File: src/rtl/mips_ctrl_pkg.sv
// Shared types and constants for the MIPS run controller: states, command
// opcodes, halt reasons and default sizing.
package mips_ctrl_pkg;

  localparam int unsigned IMEM_DEPTH_DEF = 64;
  localparam int unsigned ADDR_W_DEF     = 6;
  localparam int unsigned CNT_W_DEF      = 32;
  localparam int unsigned RST_CYCLES_DEF = 2;
  localparam int unsigned DATA_W         = 32;

  typedef enum logic [2:0] {
    ST_IDLE,
    ST_RESET_CORE,
    ST_RUN,
    ST_STEP,
    ST_DONE
  } state_e;

  localparam logic [1:0] OP_LOAD = 2'b00;
  localparam logic [1:0] OP_RUN  = 2'b01;
  localparam logic [1:0] OP_STEP = 2'b10;
  localparam logic [1:0] OP_STOP = 2'b11;

  localparam logic [1:0] HALT_NONE      = 2'b00;
  localparam logic [1:0] HALT_LIMIT     = 2'b01;
  localparam logic [1:0] HALT_SELF_LOOP = 2'b10;
  localparam logic [1:0] HALT_STOP      = 2'b11;

  // States in which the core clock enable is high.
  function automatic logic core_en_state(input state_e s);
    return (s == ST_RUN) || (s == ST_STEP);
  endfunction

endpackage

File: src/rtl/mips_run_controller_if.sv
// Host command channel, core control/observe and status bundle of the
// MIPS run controller; slave = controller side, master = host/core side.
interface mips_run_controller_if #(
  parameter int unsigned ADDR_W = 6,
  parameter int unsigned CNT_W  = 32
);
  logic              cmd_valid;
  logic              cmd_ready;
  logic [1:0]        cmd_op;
  logic [31:0]       cmd_data;
  logic [31:0]       pc_in;
  logic              core_reset;
  logic              core_en;
  logic              imem_we;
  logic [ADDR_W-1:0] imem_addr;
  logic [31:0]       imem_wdata;
  logic              busy;
  logic              done;
  logic [1:0]        halt_reason;
  logic [CNT_W-1:0]  cycle_count;
  logic              cmd_err;

  modport slave (
    input  cmd_valid, cmd_op, cmd_data, pc_in,
    output cmd_ready, core_reset, core_en, imem_we, imem_addr, imem_wdata,
           busy, done, halt_reason, cycle_count, cmd_err
  );

  modport master (
    output cmd_valid, cmd_op, cmd_data, pc_in,
    input  cmd_ready, core_reset, core_en, imem_we, imem_addr, imem_wdata,
           busy, done, halt_reason, cycle_count, cmd_err
  );
endinterface

File: src/rtl/mips_run_counter.sv
// Enabled-cycle counter with saturation, run-limit compare and PC self-loop
// detection for the MIPS run controller.
module mips_run_counter
  import mips_ctrl_pkg::*;
#(
  parameter int unsigned CNT_W = CNT_W_DEF
) (
  input  logic             clock,
  input  logic             reset,
  input  logic             start,
  input  logic [CNT_W-1:0] limit,
  input  logic             count_en,
  input  logic             track_pc,
  input  logic             pc_clr,
  input  logic [31:0]      pc_in,
  output logic [CNT_W-1:0] cycle_count,
  output logic             limit_hit_c,
  output logic             self_loop_c
);

  logic [CNT_W-1:0] cycle_count_q, cycle_count_d;
  logic [CNT_W-1:0] limit_q, limit_d;
  logic [31:0]      pc_prev_q, pc_prev_d;
  logic             pc_valid_q, pc_valid_d;

  always_comb begin
    cycle_count_d = cycle_count_q;
    limit_d       = limit_q;
    pc_prev_d     = pc_prev_q;
    pc_valid_d    = pc_valid_q;

    if (start) begin
      cycle_count_d = '0;
      limit_d       = limit;
    end else if (count_en && (cycle_count_q != '1)) begin
      cycle_count_d = cycle_count_q + CNT_W'(1);
    end

    if (pc_clr) begin
      pc_valid_d = 1'b0;
    end else if (track_pc) begin
      pc_prev_d  = pc_in;
      pc_valid_d = 1'b1;
    end
  end

  // Evaluated during the current enabled cycle, before its increment lands.
  assign limit_hit_c = (limit_q != '0) && ((cycle_count_q + CNT_W'(1)) == limit_q);
  assign self_loop_c = pc_valid_q && (pc_in == pc_prev_q);
  assign cycle_count = cycle_count_q;

  always_ff @(posedge clock) begin
    if (reset) begin
      cycle_count_q <= '0;
      limit_q       <= '0;
      pc_prev_q     <= '0;
      pc_valid_q    <= 1'b0;
    end else begin
      cycle_count_q <= cycle_count_d;
      limit_q       <= limit_d;
      pc_prev_q     <= pc_prev_d;
      pc_valid_q    <= pc_valid_d;
    end
  end

endmodule

File: src/rtl/mips_run_controller.sv
// Life-cycle sequencer for the single-cycle MIPS core: IMEM loading, core
// reset pulse, bounded/self-loop-terminated runs and single-stepping.
module mips_run_controller
  import mips_ctrl_pkg::*;
#(
  parameter int unsigned IMEM_DEPTH = IMEM_DEPTH_DEF,
  parameter int unsigned ADDR_W     = ADDR_W_DEF,
  parameter int unsigned CNT_W      = CNT_W_DEF,
  parameter int unsigned RST_CYCLES = RST_CYCLES_DEF
) (
  input  logic                 clock,
  input  logic                 reset,
  mips_run_controller_if.slave bus
);

  localparam int unsigned RST_W = (RST_CYCLES > 1) ? $clog2(RST_CYCLES) : 1;

  state_e            state_q, state_d;
  logic [RST_W-1:0]  rst_cnt_q, rst_cnt_d;
  logic [ADDR_W-1:0] load_ptr_q, load_ptr_d;
  logic              imem_we_q, imem_we_d;
  logic [ADDR_W-1:0] imem_addr_q, imem_addr_d;
  logic [31:0]       imem_wdata_q, imem_wdata_d;
  logic [1:0]        halt_reason_q, halt_reason_d;
  logic              cmd_err_q, cmd_err_d;
  logic              cmd_ready_q, cmd_ready_d;
  logic              core_reset_q, core_reset_d;
  logic              core_en_q, core_en_d;
  logic              busy_q, busy_d;
  logic              done_q, done_d;

  logic              accept_c;
  logic              run_start_c;
  logic              limit_hit_c;
  logic              self_loop_c;
  logic [CNT_W-1:0]  cycle_count;

  assign accept_c = bus.cmd_valid && cmd_ready_q;

  mips_run_counter #(.CNT_W(CNT_W)) u_counter (
    .clock       (clock),
    .reset       (reset),
    .start       (run_start_c),
    .limit       (CNT_W'(bus.cmd_data)),
    .count_en    (core_en_state(state_q)),
    .track_pc    (state_q == ST_RUN),
    .pc_clr      (state_q == ST_RESET_CORE),
    .pc_in       (bus.pc_in),
    .cycle_count (cycle_count),
    .limit_hit_c (limit_hit_c),
    .self_loop_c (self_loop_c)
  );

  always_comb begin
    state_d       = state_q;
    rst_cnt_d     = rst_cnt_q;
    load_ptr_d    = load_ptr_q;
    imem_we_d     = 1'b0;
    imem_addr_d   = imem_addr_q;
    imem_wdata_d  = imem_wdata_q;
    halt_reason_d = halt_reason_q;
    cmd_err_d     = 1'b0;
    run_start_c   = 1'b0;

    // The IMEM write and RUN start are shared by IDLE and DONE.
    if (accept_c && ((state_q == ST_IDLE) || (state_q == ST_DONE))) begin
      if (bus.cmd_op == OP_LOAD) begin
        imem_we_d    = 1'b1;
        imem_addr_d  = load_ptr_q;
        imem_wdata_d = bus.cmd_data;
        load_ptr_d   = (load_ptr_q == ADDR_W'(IMEM_DEPTH - 1)) ? '0
                                                                : load_ptr_q + ADDR_W'(1);
      end else if (bus.cmd_op == OP_RUN) begin
        run_start_c   = 1'b1;
        halt_reason_d = HALT_NONE;
        rst_cnt_d     = '0;
        state_d       = ST_RESET_CORE;
      end
    end

    case (state_q)
      ST_IDLE: begin
        if (accept_c && (bus.cmd_op == OP_STOP)) load_ptr_d = '0;
        if (accept_c && (bus.cmd_op == OP_STEP)) cmd_err_d  = 1'b1;
      end
      ST_RESET_CORE: begin
        if (rst_cnt_q == RST_W'(RST_CYCLES - 1)) state_d   = ST_RUN;
        else                                      rst_cnt_d = rst_cnt_q + RST_W'(1);
      end
      ST_RUN: begin
        if (accept_c && (bus.cmd_op == OP_STOP)) begin
          halt_reason_d = HALT_STOP;
          state_d       = ST_DONE;
        end else if (self_loop_c) begin
          halt_reason_d = HALT_SELF_LOOP;
          state_d       = ST_DONE;
        end else if (limit_hit_c) begin
          halt_reason_d = HALT_LIMIT;
          state_d       = ST_DONE;
        end
        if (accept_c && ((bus.cmd_op == OP_LOAD) || (bus.cmd_op == OP_STEP))) cmd_err_d = 1'b1;
      end
      ST_STEP: state_d = ST_DONE;
      ST_DONE: begin
        if (accept_c) begin
          if (bus.cmd_op == OP_STEP) state_d = ST_STEP;
          if ((bus.cmd_op == OP_LOAD) || (bus.cmd_op == OP_STOP)) state_d = ST_IDLE;
        end
      end
      default: state_d = ST_IDLE;
    endcase

    // Status outputs are registered copies of the next-state decode.
    cmd_ready_d  = (state_d == ST_IDLE) || (state_d == ST_RUN) || (state_d == ST_DONE);
    core_reset_d = (state_d == ST_IDLE) || (state_d == ST_RESET_CORE);
    core_en_d    = core_en_state(state_d);
    busy_d       = (state_d == ST_RESET_CORE) || core_en_state(state_d);
    done_d       = (state_d == ST_DONE);
  end

  always_ff @(posedge clock) begin
    if (reset) begin
      state_q       <= ST_IDLE;
      rst_cnt_q     <= '0;
      load_ptr_q    <= '0;
      imem_we_q     <= 1'b0;
      imem_addr_q   <= '0;
      imem_wdata_q  <= '0;
      halt_reason_q <= HALT_NONE;
      cmd_err_q     <= 1'b0;
      cmd_ready_q   <= 1'b1;
      core_reset_q  <= 1'b1;
      core_en_q     <= 1'b0;
      busy_q        <= 1'b0;
      done_q        <= 1'b0;
    end else begin
      state_q       <= state_d;
      rst_cnt_q     <= rst_cnt_d;
      load_ptr_q    <= load_ptr_d;
      imem_we_q     <= imem_we_d;
      imem_addr_q   <= imem_addr_d;
      imem_wdata_q  <= imem_wdata_d;
      halt_reason_q <= halt_reason_d;
      cmd_err_q     <= cmd_err_d;
      cmd_ready_q   <= cmd_ready_d;
      core_reset_q  <= core_reset_d;
      core_en_q     <= core_en_d;
      busy_q        <= busy_d;
      done_q        <= done_d;
    end
  end

  assign bus.cmd_ready   = cmd_ready_q;
  assign bus.core_reset  = core_reset_q;
  assign bus.core_en     = core_en_q;
  assign bus.imem_we     = imem_we_q;
  assign bus.imem_addr   = imem_addr_q;
  assign bus.imem_wdata  = imem_wdata_q;
  assign bus.busy        = busy_q;
  assign bus.done        = done_q;
  assign bus.halt_reason = halt_reason_q;
  assign bus.cycle_count = cycle_count;
  assign bus.cmd_err     = cmd_err_q;

endmodule
File: src/flat_wrapper.sv
// flat-port wrapper written by rule: the top's interface ports become plain ports
module mips_run_controller_flat import mips_ctrl_pkg::*;
#(
  parameter int unsigned IMEM_DEPTH = IMEM_DEPTH_DEF,
  parameter int unsigned ADDR_W     = ADDR_W_DEF,
  parameter int unsigned CNT_W      = CNT_W_DEF,
  parameter int unsigned RST_CYCLES = RST_CYCLES_DEF
)
  (clock, reset, bus_cmd_valid, bus_cmd_op, bus_cmd_data, bus_pc_in, bus_cmd_ready, bus_core_reset, bus_core_en, bus_imem_we, bus_imem_addr, bus_imem_wdata, bus_busy, bus_done, bus_halt_reason, bus_cycle_count, bus_cmd_err);
  mips_run_controller_if #(.ADDR_W(ADDR_W), .CNT_W(CNT_W)) bus_i ();
  input  logic clock;
  input  logic reset;
  input wire logic [$bits(bus_i.cmd_valid)-1:0] bus_cmd_valid;
  input wire logic [$bits(bus_i.cmd_op)-1:0] bus_cmd_op;
  input wire logic [$bits(bus_i.cmd_data)-1:0] bus_cmd_data;
  input wire logic [$bits(bus_i.pc_in)-1:0] bus_pc_in;
  output wire logic [$bits(bus_i.cmd_ready)-1:0] bus_cmd_ready;
  output wire logic [$bits(bus_i.core_reset)-1:0] bus_core_reset;
  output wire logic [$bits(bus_i.core_en)-1:0] bus_core_en;
  output wire logic [$bits(bus_i.imem_we)-1:0] bus_imem_we;
  output wire logic [$bits(bus_i.imem_addr)-1:0] bus_imem_addr;
  output wire logic [$bits(bus_i.imem_wdata)-1:0] bus_imem_wdata;
  output wire logic [$bits(bus_i.busy)-1:0] bus_busy;
  output wire logic [$bits(bus_i.done)-1:0] bus_done;
  output wire logic [$bits(bus_i.halt_reason)-1:0] bus_halt_reason;
  output wire logic [$bits(bus_i.cycle_count)-1:0] bus_cycle_count;
  output wire logic [$bits(bus_i.cmd_err)-1:0] bus_cmd_err;
  assign bus_i.cmd_valid = bus_cmd_valid;
  assign bus_i.cmd_op = bus_cmd_op;
  assign bus_i.cmd_data = bus_cmd_data;
  assign bus_i.pc_in = bus_pc_in;
  assign bus_cmd_ready = bus_i.cmd_ready;
  assign bus_core_reset = bus_i.core_reset;
  assign bus_core_en = bus_i.core_en;
  assign bus_imem_we = bus_i.imem_we;
  assign bus_imem_addr = bus_i.imem_addr;
  assign bus_imem_wdata = bus_i.imem_wdata;
  assign bus_busy = bus_i.busy;
  assign bus_done = bus_i.done;
  assign bus_halt_reason = bus_i.halt_reason;
  assign bus_cycle_count = bus_i.cycle_count;
  assign bus_cmd_err = bus_i.cmd_err;
  mips_run_controller #(.IMEM_DEPTH(IMEM_DEPTH), .ADDR_W(ADDR_W), .CNT_W(CNT_W), .RST_CYCLES(RST_CYCLES)) u_core (.clock(clock), .reset(reset), .bus(bus_i));
endmodule
File: config.mk
export PLATFORM = sky130hd
export DESIGN_NAME = mips_run_controller_flat
export DESIGN_NICKNAME = d
export VERILOG_FILES = /design/src/rtl/mips_ctrl_pkg.sv /design/src/rtl/mips_run_controller_if.sv /design/src/rtl/mips_run_counter.sv /design/src/rtl/mips_run_controller.sv /design/src/flat_wrapper.sv
export SDC_FILE = /design/constraint.sdc
export NUM_CORES = 1
export LEC_CHECK = 0
export CORE_ASPECT_RATIO = 1.5
export CORE_UTILIZATION = 35
export CTS_BUF_LIST = sky130_fd_sc_hd__clkbuf_8 sky130_fd_sc_hd__clkbuf_16
export CTS_CLUSTER_SIZE = 25
export DETAILED_ROUTE_END_ITERATION = 8
export GPL_ROUTABILITY_DRIVEN = 0
export HOLD_SLACK_MARGIN = 0.1
export PLACE_DENSITY = 0.54
export SLEW_MARGIN = 20
export SYNTH_ARGS = -nofsm -noshare
export SYNTH_HDL_FRONTEND = slang
export SYNTH_SLANG_ARGS = --single-unit
File: constraint.sdc
create_clock -name clock -period 3.08 [get_ports clock]
set_input_delay 0.77 -clock clock [delete_from_list [all_inputs] [get_ports clock]]
set_output_delay 0.77 -clock clock [all_outputs]
set_load 0.02 [all_outputs]
=== Word level (Yosys, flattened, before mapping) ===
Index checks and enable logic that the tools add are counted.

* Input bits: 69
* Output and inout port bits: 79
* Bits in registers: 154
* Logic and storage cells: 98

* Bitwise logic cells: 2
* Add/sub/neg operators: 3
* Mux-type cells: 35
* Eq/ne operators: 15
* Reduce and logical (&&, ||, !) cells: 26

{| class="wikitable"
|+ Operator list
! kind !! number
|-
| $eq A32 B32 Y1 || 2
|-
| $add A32 B1 Y32 const B || 1
|-
| $ne A32 B32 Y1 const B || 1
|-
| $reduce_bool A32 Y1 || 1
|-
| $mux W3 || 10
|-
| $mux W6 || 5
|-
| $pmux W3 S5 || 1
|-
| $mux W2 || 7
|-
| $eq A3 B2 Y1 const B || 4
|-
| $mux W1 || 11
|-
| $logic_or A1 B1 Y1 || 9
|-
| $logic_and A1 B1 Y1 || 8
|-
| $add A6 B1 Y6 const B || 1
|-
| $eq A3 B1 Y1 const B || 2
|-
| $eq A3 B3 Y1 const B || 2
|-
| $eq A6 B6 Y1 const B || 1
|-
| $logic_not A3 Y1 || 2
|-
| $reduce_or A2 Y1 || 3
|-
| $eq A2 B2 Y1 const B || 2
|-
| $reduce_and A2 Y1 || 2
|-
| $eq A2 B1 Y1 const B || 1
|-
| $logic_not A2 Y1 || 1
|-
| $not A1 Y1 || 2
|-
| $pmux W1 S2 || 1
|-
| $add A1 B1 Y1 const B || 1
|}

=== Longest topological paths before layout ===
Gate-level depths: netlist (run 1).

* Depth in word-level cells: 11
* Mapped depth: 11
* Mapped depth without buffers: 9

=== By module ===
A second synthesis (run 1) with hierarchy kept.

* Cell total of the unflattened synthesis: 868
* Area, all modules: 7262.0 µm²

{| class="wikitable"
|+ By module, submodules not included
! module !! times used !! seq. area each (µm²) !! area each (µm²) !! cells each
|-
| mips_run_counter || 1 || 1941.9 || 5029.8 || 596
|-
| mips_run_controller || 1 || 1141.1 || 2232.1 || 272
|}

=== Worst setup path after synthesis (run 1) ===
OpenSTA, ideal clock, no wires.

* Path type: reg2reg
* Start: register u_core.u_counter.cycle_count_q[0], in the netlist u_core.u_counter.cycle_count[0]
* End: register u_core.core_reset_q, in the netlist u_core.bus.core_reset
* Library setup time: 115 ps
* Setup slack: 138 ps
* Arrival time: 2827 ps
* Buffers on the path: 0
* Period minus slack after synthesis: 2942 ps
* Cell stages (with the launch flop): 9
* Required time: 2965 ps
* Path through: dfxtp_1 -> ha_1 -> nand3_1 -> nor3_4 -> a21oi_1 -> or4_1 -> or4_4 -> o21a_1 -> a31o_1

* Cells in the longest elaborated chain, start to end: 9
* Elaborated cells on any way between the ends: 10
* Classes of those cells: 1 x add/sub; 2 x eq/ne; 4 x mux; 3 x reduce/logical

{| class="wikitable"
|+ Ends and longest elaborated chain
! element !! line !! source
|-
| start, declared || mips_run_counter.sv:21 || <nowiki>logic [CNT_W-1:0] cycle_count_q, cycle_count_d;</nowiki>
|-
| start signal, assigned || mips_run_counter.sv:59 || <nowiki>cycle_count_q <= cycle_count_d;</nowiki>
|-
| $add A32 B1 Y32 (*) || mips_run_counter.sv:48 || <nowiki>assign limit_hit_c = (limit_q != '0) && ((cycle_count_q + CNT_W'(1)) == limit_q);</nowiki>
|-
| $eq A32 B32 Y1 (*) || mips_run_counter.sv:48 ||
|-
| $logic_and A1 B1 Y1 (*) || mips_run_counter.sv:48 ||
|-
| $mux W3 (*) || mips_run_controller.sv:97 || <nowiki>end else if (limit_hit_c) begin</nowiki>
|-
| $mux W3 (*) || mips_run_controller.sv:94 || <nowiki>end else if (self_loop_c) begin</nowiki>
|-
| $mux W3 (*) || mips_run_controller.sv:91 || <nowiki>if (accept_c && (bus.cmd_op == OP_STOP)) begin</nowiki>
|-
| $pmux W3 S5 (*) || mips_run_controller.sv:81 || <nowiki>case (state_q)</nowiki>
|-
| $eq A3 B1 Y1 / $logic_not A3 Y1 (equally long branches) || mips_run_controller.sv:115 || <nowiki>core_reset_d = (state_d == ST_IDLE) || (state_d == ST_RESET_CORE);</nowiki>
|-
| $logic_or A1 B1 Y1 (*) || mips_run_controller.sv:115 ||
|-
| end signal, assigned || mips_run_controller.sv:146 || <nowiki>core_reset_q <= core_reset_d;</nowiki>
|-
| end, declared || mips_run_controller.sv:27 || <nowiki>logic core_reset_q, core_reset_d;</nowiki>
|}

Mark *: on every way between the ends. The rest lies on a longest branch, timed or not.
A chain may end at the register's enable or synchronous reset.

=== Worst setup path after layout (run 1) ===
* Start: register u_core.u_counter.cycle_count_q[26], in the netlist u_core.u_counter.cycle_count[26]
* End: register u_core.busy_q, in the netlist u_core.bus.busy

* Cells in the longest elaborated chain, start to end: 10
* Elaborated cells on any way between the ends: 12
* Classes of those cells: 1 x add/sub; 4 x eq/ne; 4 x mux; 3 x reduce/logical

{| class="wikitable"
|+ Ends and longest elaborated chain
! element !! line !! source
|-
| $add A32 B1 Y32 (*) || mips_run_counter.sv:48 ||
|-
| $eq A32 B32 Y1 (*) || mips_run_counter.sv:48 ||
|-
| $logic_and A1 B1 Y1 (*) || mips_run_counter.sv:48 ||
|-
| $mux W3 (*) || mips_run_controller.sv:97 ||
|-
| $mux W3 (*) || mips_run_controller.sv:94 ||
|-
| $mux W3 (*) || mips_run_controller.sv:91 ||
|-
| $pmux W3 S5 (*) || mips_run_controller.sv:81 ||
|-
| $eq A3 B2 Y1 || mips_ctrl_pkg.sv:31 || <nowiki>return (s == ST_RUN) || (s == ST_STEP);</nowiki>
|-
| $logic_or A1 B1 Y1 || mips_ctrl_pkg.sv:31 ||
|-
| $logic_or A1 B1 Y1 (*) || mips_run_controller.sv:117 || <nowiki>busy_d = (state_d == ST_RESET_CORE) || core_en_state(state_d);</nowiki>
|-
| end signal, assigned || mips_run_controller.sv:148 || <nowiki>busy_q <= busy_d;</nowiki>
|-
| end, declared || mips_run_controller.sv:29 || <nowiki>logic busy_q, busy_d;</nowiki>
|}

Marks and branches as above.

==> results.toml, run 1 <==
[routing]
drc = 0
routed-via-count = 6936
dr.pass1.iters = 5
wl_um = 23200
viasPerCell = 5.04
wl_per_cell_um = 16.9
antenna_left = 0
drt_iter0_drc = 320

[cts]
cts_tree = "done"
ctsHtreeMaxLevel = 4
clock_latency_ps = 420
root_buffer = "clkbuf_16"
clock_path_buffers = 2
cts_hold_buf = 0
clk_pin_slew_ps = 60
numCtsBuffers = 17
clock_sinks = 154

[timing]
slew_headroom = 0.581
max_freq_mhz = 346
tns_ps = 0
clock_skew_ps = 11.5
report.final.hold_viol_count = 0
hold_slack_ps = 451
layout_min_cycle_time_ps = 2890
slew_violations = 0
setup_viol = 0
tightestPinTransition_ps = 620
post-route-period-util = 0.937

[die]
rows = 64
die_h_um = 180
ioPinCount = 148
fp.dieW_um = 121
die_area_sq_um = 21800
start_util = 0.360
core_area_sq_um = 20600

[setup_path]
cp_max_fo = 7
path_class = "register to register"
cp-start-kind = "register"
reg2regPathDepth = 9
crit_chain = "buf_4 -> nand4_1 -> nor4b_1 -> nand4_1 -> xnor2_1 -> o221ai_1 -> or4_4 -> o21ai_2 -> a311oi_1"
r2r_setup_slack_ps = 190
cp.arrival_ps = 3160
cpMaxStageDelayCell = "nor4b_1"
cpPeakStageDelay_ps = 560
path_common_cell = "nand4_1"
r2r_end = "u_core.bus.busy$_SDFF_PP0_"
worstSetupEndpointType = "register"
reg2reg_from = "u_core.u_counter.cycle_count[26]$_SDFFE_PP0P_"
critPathRequiredTime_ps = 3360

[min_path]
holdPathEnd = "u_core.bus.imem_addr[4]$_SDFFE_PP0P_"
hold_start = "u_core.bus.imem_addr[4]$_SDFFE_PP0P_"
hold-path-cell-count = 2
min_path_type = "register to register"

[synthesis]
synth-seq-cells = 154
yosys.area.top_type = "dfxtp_1"
synth.top_cell.area_share = 0.416
synth_ff_type = "dfxtp_1"
syn_area_sq_um = 7410
syn-num-nets = 1021
synth_cell_types = 63
synth_area_leaders = "dfxtp_1 42%, nand2_1 13%, a21oi_1 8.0%"
ys_async_sr_fraction = 0
synth_seq_area_share = 0.416
synth_area_per_cell_sq_um = 7.84
syn_inst = 945
yosys_warnings = 0
synth_edf_count = 0

[finish]
antenna_cells = 0
num-nets-final = 1176
final_cell_mix = "249 x nand2_1, 154 x dfxtp_1, 146 x clkdlybuf4s50_1"
final_common_cell = "nand2_1"
area_growth_syn_to_layout_pct = 34.2
layout-drive-gt1-share = 0.0863

[global_route]
grt_max_degree = 57
overflow = 0
antenna_found_initial = 0
first_global_vias = 6766
grt_first_pass_wirelength_um = 36500
grt.total_usage = 0.218

[power_and_ir_drop]
p_leak_nw = 3.49
powerDensity_nw_per_um2 = 460
peakVddDrop_uv = 325

[status]
status = "finished clean"

[placement]
dpl.hpwl_um = 17300
io_buffers = 147

[flow_run]
drv_cap = 0
Yosys cell counts, types with 2 or more instances:
cell,n
and4b_1,2
or3_1,3
nor4_1,17
nor3_1,11
mux2i_1,2
nor3b_1,2
xor2_1,44
or4_1,4
o41ai_1,2
o221ai_1,2
o21a_1,2
buf_2,8
nor4b_1,3
nand4b_1,2
clkbuf_1,46
a31oi_1,5
and2_1,5
ha_1,7
a41o_1,2
nand4_1,24
a21oi_1,118
a21o_1,2
and3_1,14
nand2b_1,8
and4_1,7
nor2b_1,6
buf_6,4
nor2_1,54
dfxtp_1,154
nand2_1,249
o21ai_0,11
xnor2_1,62
nand3_1,26
a311oi_1,2
inv_1,7
per-layer routing:
layer  wire, um  share of wire  vias to the layer above  GRT usage
li1           -              -                     3516          -
met1       9110           0.39                     3199      0.233
met2      12300           0.53                      181      0.403
met3       1090          0.047                       40     0.0459
met4        762          0.033                        0     0.0943
met5          0              0                        -          0
where the power goes:
part           switching, mW  total (mW)  internal (mW)  leakage (nW)
combinational          0.189       0.365          0.176          1.96
sequential            0.0244        2.05           2.02          1.24
clock                  0.869        2.17           1.30         0.289
per-stage QoR:
stage / std cells / util / instance area, sq um / worst slack (ps) / total power [mW]
floorplan: 945 / - / 7410 / 138 / 2.26
global placement: 1344 / 0.453 / 9320 / 173 / 2.46
detailed placement: 1344 / 0.453 / 9320 / 144 / 2.46
CTS: 1376 / 0.482 / 9930 / 118 / 4.64
global route: 1377 / 0.483 / 9950 / -9.16 / 4.74
finish: 1377 / 0.483 / 9950 / 193 / 4.58
worst max-delay path by stage:
stage / start / end / slack [ps]
global route: u_core.u_counter.cycle_count[2]$_SDFFE_PP0P_ / u_core.bus.busy$_SDFF_PP0_ / -9
finish: u_core.u_counter.cycle_count[26]$_SDFFE_PP0P_ / u_core.bus.busy$_SDFF_PP0_ / 190
global placement: u_core.u_counter.cycle_count[2]$_SDFFE_PP0P_ / u_core.bus.busy$_SDFF_PP0_ / 170
CTS: u_core.u_counter.cycle_count[2]$_SDFFE_PP0P_ / u_core.bus.busy$_SDFF_PP0_ / 120
floorplan: u_core.u_counter.cycle_count[0]$_SDFFE_PP0P_ / u_core.bus.core_reset$_SDFF_PP1_ / 140
detailed placement: u_core.u_counter.cycle_count[1]$_SDFFE_PP0P_ / u_core.bus.core_reset$_SDFF_PP1_ / 140
cell families after synthesis:
| kind of cell | share of synthesized area |
|---|---|
| buffers and inverters | 0.0388 |
| XOR/XNOR | 0.125 |
| AO/OA/AOI/OAI | 0.123 |
| AND/OR/NAND/NOR | 0.281 |
| flip-flops | 0.416 |
| multiplexers | 0.00422 |
| adder cells (fa/ha/maj) | 0.0118 |
final cells by class:
type	count	area (sq um)
flip-flops and latches	154	3080
clock buffers	18	439
clock inverters	14	170
inverters	7	26.3
fillers	2047	10600
well taps	264	330
multi-input cells	725	4070
repair buffers	195	1830
sequential cells by signal, indices dropped and copies added (netlist names), 2 cells and up:
signal	count
u_core.bus.halt_reason	2
u_core.bus.imem_addr	6
u_core.bus.imem_wdata	32
u_core.load_ptr_q	6
u_core.state_q	3
u_core.u_counter.cycle_count	32
u_core.u_counter.limit_q	32
u_core.u_counter.pc_prev_q	32
worst max-delay path, delay by kind of cell, from the launching register on:
family / cells / cell delay, ps
simple gates: 4 / 1410
compound gates: 3 / 550
flops: 1 / 390
buf+inv: 1 / 210
xor+xnor: 1 / 190
repair_timing:
action,4_1_cts,5_1_grt
setup buffers,0,1
gates resized for setup,0,3
setup endpoints to repair,0,8
endpoints found under the hold margin,0,0
(Power assumes the default switching activity.)
==> run 2: changes to the inputs <==
==> constraint.sdc (replaced) <==
create_clock -name clock -period 3.08 [get_ports clock]
set_input_delay 0.77 -clock clock [delete_from_list [all_inputs] [get_ports clock]]
set_output_delay 0.77 -clock clock [all_outputs]
set_load 0.005 [all_outputs]
==> results of run 2 <==
Same layout as run 1 (identical final DEF). Status: finished clean.
Among the figures that moved: total power 4.58 mW -> 4.56 mW
==> run 3: changes to the inputs <==
--- a/config.mk
+++ b/config.mk
@@ -11,6 +11,7 @@
 export CTS_CLUSTER_SIZE = 25
 export DETAILED_ROUTE_END_ITERATION = 8
 export GPL_ROUTABILITY_DRIVEN = 0
+export GPL_TIMING_DRIVEN = 0
 export HOLD_SLACK_MARGIN = 0.1
 export PLACE_DENSITY = 0.54
 export SLEW_MARGIN = 20
==> results.toml, run 3 (synthesized netlist as in run 1, its figures left out) <==
[status]
status = "finished clean"

[routing]
dr.pass1.iters = 7
drt_iter0_drc = 366
antenna_left = 0
routed-via-count = 7018
wl_per_cell_um = 16.9
drc = 0
viasPerCell = 5.05
wl_um = 23400

[finish]
layout-drive-gt1-share = 0.0676
fin_util = 0.488
regArea_sq_um = 3090
final_common_cell = "nand2_1"
multiInputGateArea_sq_um = 4150
area_growth_syn_to_layout_pct = 35.6
final_cell_mix = "249 x nand2_1, 150 x dfxtp_1, 146 x clkdlybuf4s50_1"
num-nets-final = 1189
fill_cells = 2094
antenna_cells = 0

[cts]
numCtsBuffers = 17
cts_tree = "done"
ctsHtreeMaxLevel = 4
clk_pin_slew_ps = 60
clock_sinks = 154
root_buffer = "clkbuf_16"
clock_latency_ps = 440
clock_path_buffers = 2

[global_route]
grt.total_usage = 0.224
gr-usage-met2 = 0.423
grt_use_met3 = 0.0481
overflow = 0
grtUsageMet1 = 0.229
antenna_found_initial = 0
grt_first_pass_wirelength_um = 37200
first_global_vias = 6864
grt_most_used_layer = "met2"
grt_max_degree = 17

[die]
fp.dieW_um = 121
die_h_um = 180
ioPinCount = 148
core_area_sq_um = 20600
die_area_sq_um = 21800
start_util = 0.360
rows = 64

[power_and_ir_drop]
p_leak_nw = 3.45
powerDensity_nw_per_um2 = 480
peakVddDrop_uv = 309
power_mw = 4.83

[setup_path]
crit_chain = "clkbuf_4 -> nand4_1 -> nor3_4 -> buf_6 -> a21o_1 -> o211ai_1 -> or4_1 -> or4_4 -> o21a_1 -> a31o_1"
crit_path_start = "u_core.u_counter.cycle_count[3]$_SDFFE_PP0P_"
cpMaxStageDelayCell = "or4_4"
worst-path-buf-inv = 2
cp.arrival_ps = 3300
path_class = "register to register"
cp-start-kind = "register"
cpPeakStageDelay_ps = 600
critPathTopFamily = "simple AND/OR/NAND/NOR gates"
critPathRequiredTime_ps = 3400
cp_max_fo = 10
reg2reg_from = "u_core.u_counter.cycle_count[3]$_SDFFE_PP0P_"
worstSetupEndpointType = "register"

[placement]
dpl.hpwl_um = 18300
io_buffers = 146

[timing]
max_freq_mhz = 336
post-route-period-util = 0.967
tightestPinTransition_ps = 706
slew_violations = 0
setup_viol = 0
rsz0062_at_grt = "false"
hold_slack_ps = 452
tns_ps = 0
layout_min_cycle_time_ps = 2980
slew_headroom = 0.529
report.final.hold_viol_count = 0
clock_skew_ps = 12.8

[min_path]
min_path_type = "register to register"
hold_start = "u_core.bus.imem_wdata[4]$_SDFFE_PP0P_"

[flow_run]
drv_cap = 0
-- run 3: metrics by stage --
step	worst slack, ps	instances	area, sq um
6_report	101	1389	10100
5_1_grt	11.3	1389	10100
4_1_cts	22.9	1387	9960
3_5_place_dp	-344	1355	9210
3_3_place_gp	-379	1355	9210
2_1_floorplan	261	945	7410
-- run 3: cell type report --
class	instances	area share
Sequential cell	154	0.307
Inverter	7	0.00261
Multi-Input combinational cell	725	0.413
Clock buffer	17	0.0423
Clock inverter	14	0.0251
Timing Repair Buffer	154	0.151
Tap cell	264	0.0329
Buffer	54	0.0255
-- run 3: what timing repair did --
item                       4_1_cts  5_1_grt
setup endpoints to repair       28       29
resized for setup               11       15
setup buffers                    2        6
pin swaps                        1        7
hold buffers                     0        0
-- run 3: final timing paths --
| path | end | cells after the start | slack (ps) |
|---|---|---|---|
| hold reg to reg | u_core.bus.imem_wdata[4]$_SDFFE_PP0P_ | 2 | 450 |
| setup reg to reg | u_core.bus.core_reset$_SDFF_PP1_ | 10 | 100 |
| setup / recovery | u_core.bus.core_reset$_SDFF_PP1_ | 10 | 100 |
| hold / removal | u_core.bus.imem_wdata[4]$_SDFFE_PP0P_ | 2 | 450 |
-- run 3: per-layer routing --
metal  wire length, um  vias to the layer above
met2             12700                      168
li1                  -                     3544
met1              8850                     3260
met3              1030                       46
met4               810                        0
met5                 0                        -
-- run 3: power breakdown --
group	internal [mW]	switching [mW]
Combinational	0.176	0.182
Sequential	2.02	0.0239
Clock	1.59	0.835
Total	3.79	1.04
-- run 3: tightest hold or removal path: stages, from the launching register on --
cell and delay (ps):
dfxtp_1 300, nand2_1 50, a21oi_1 50
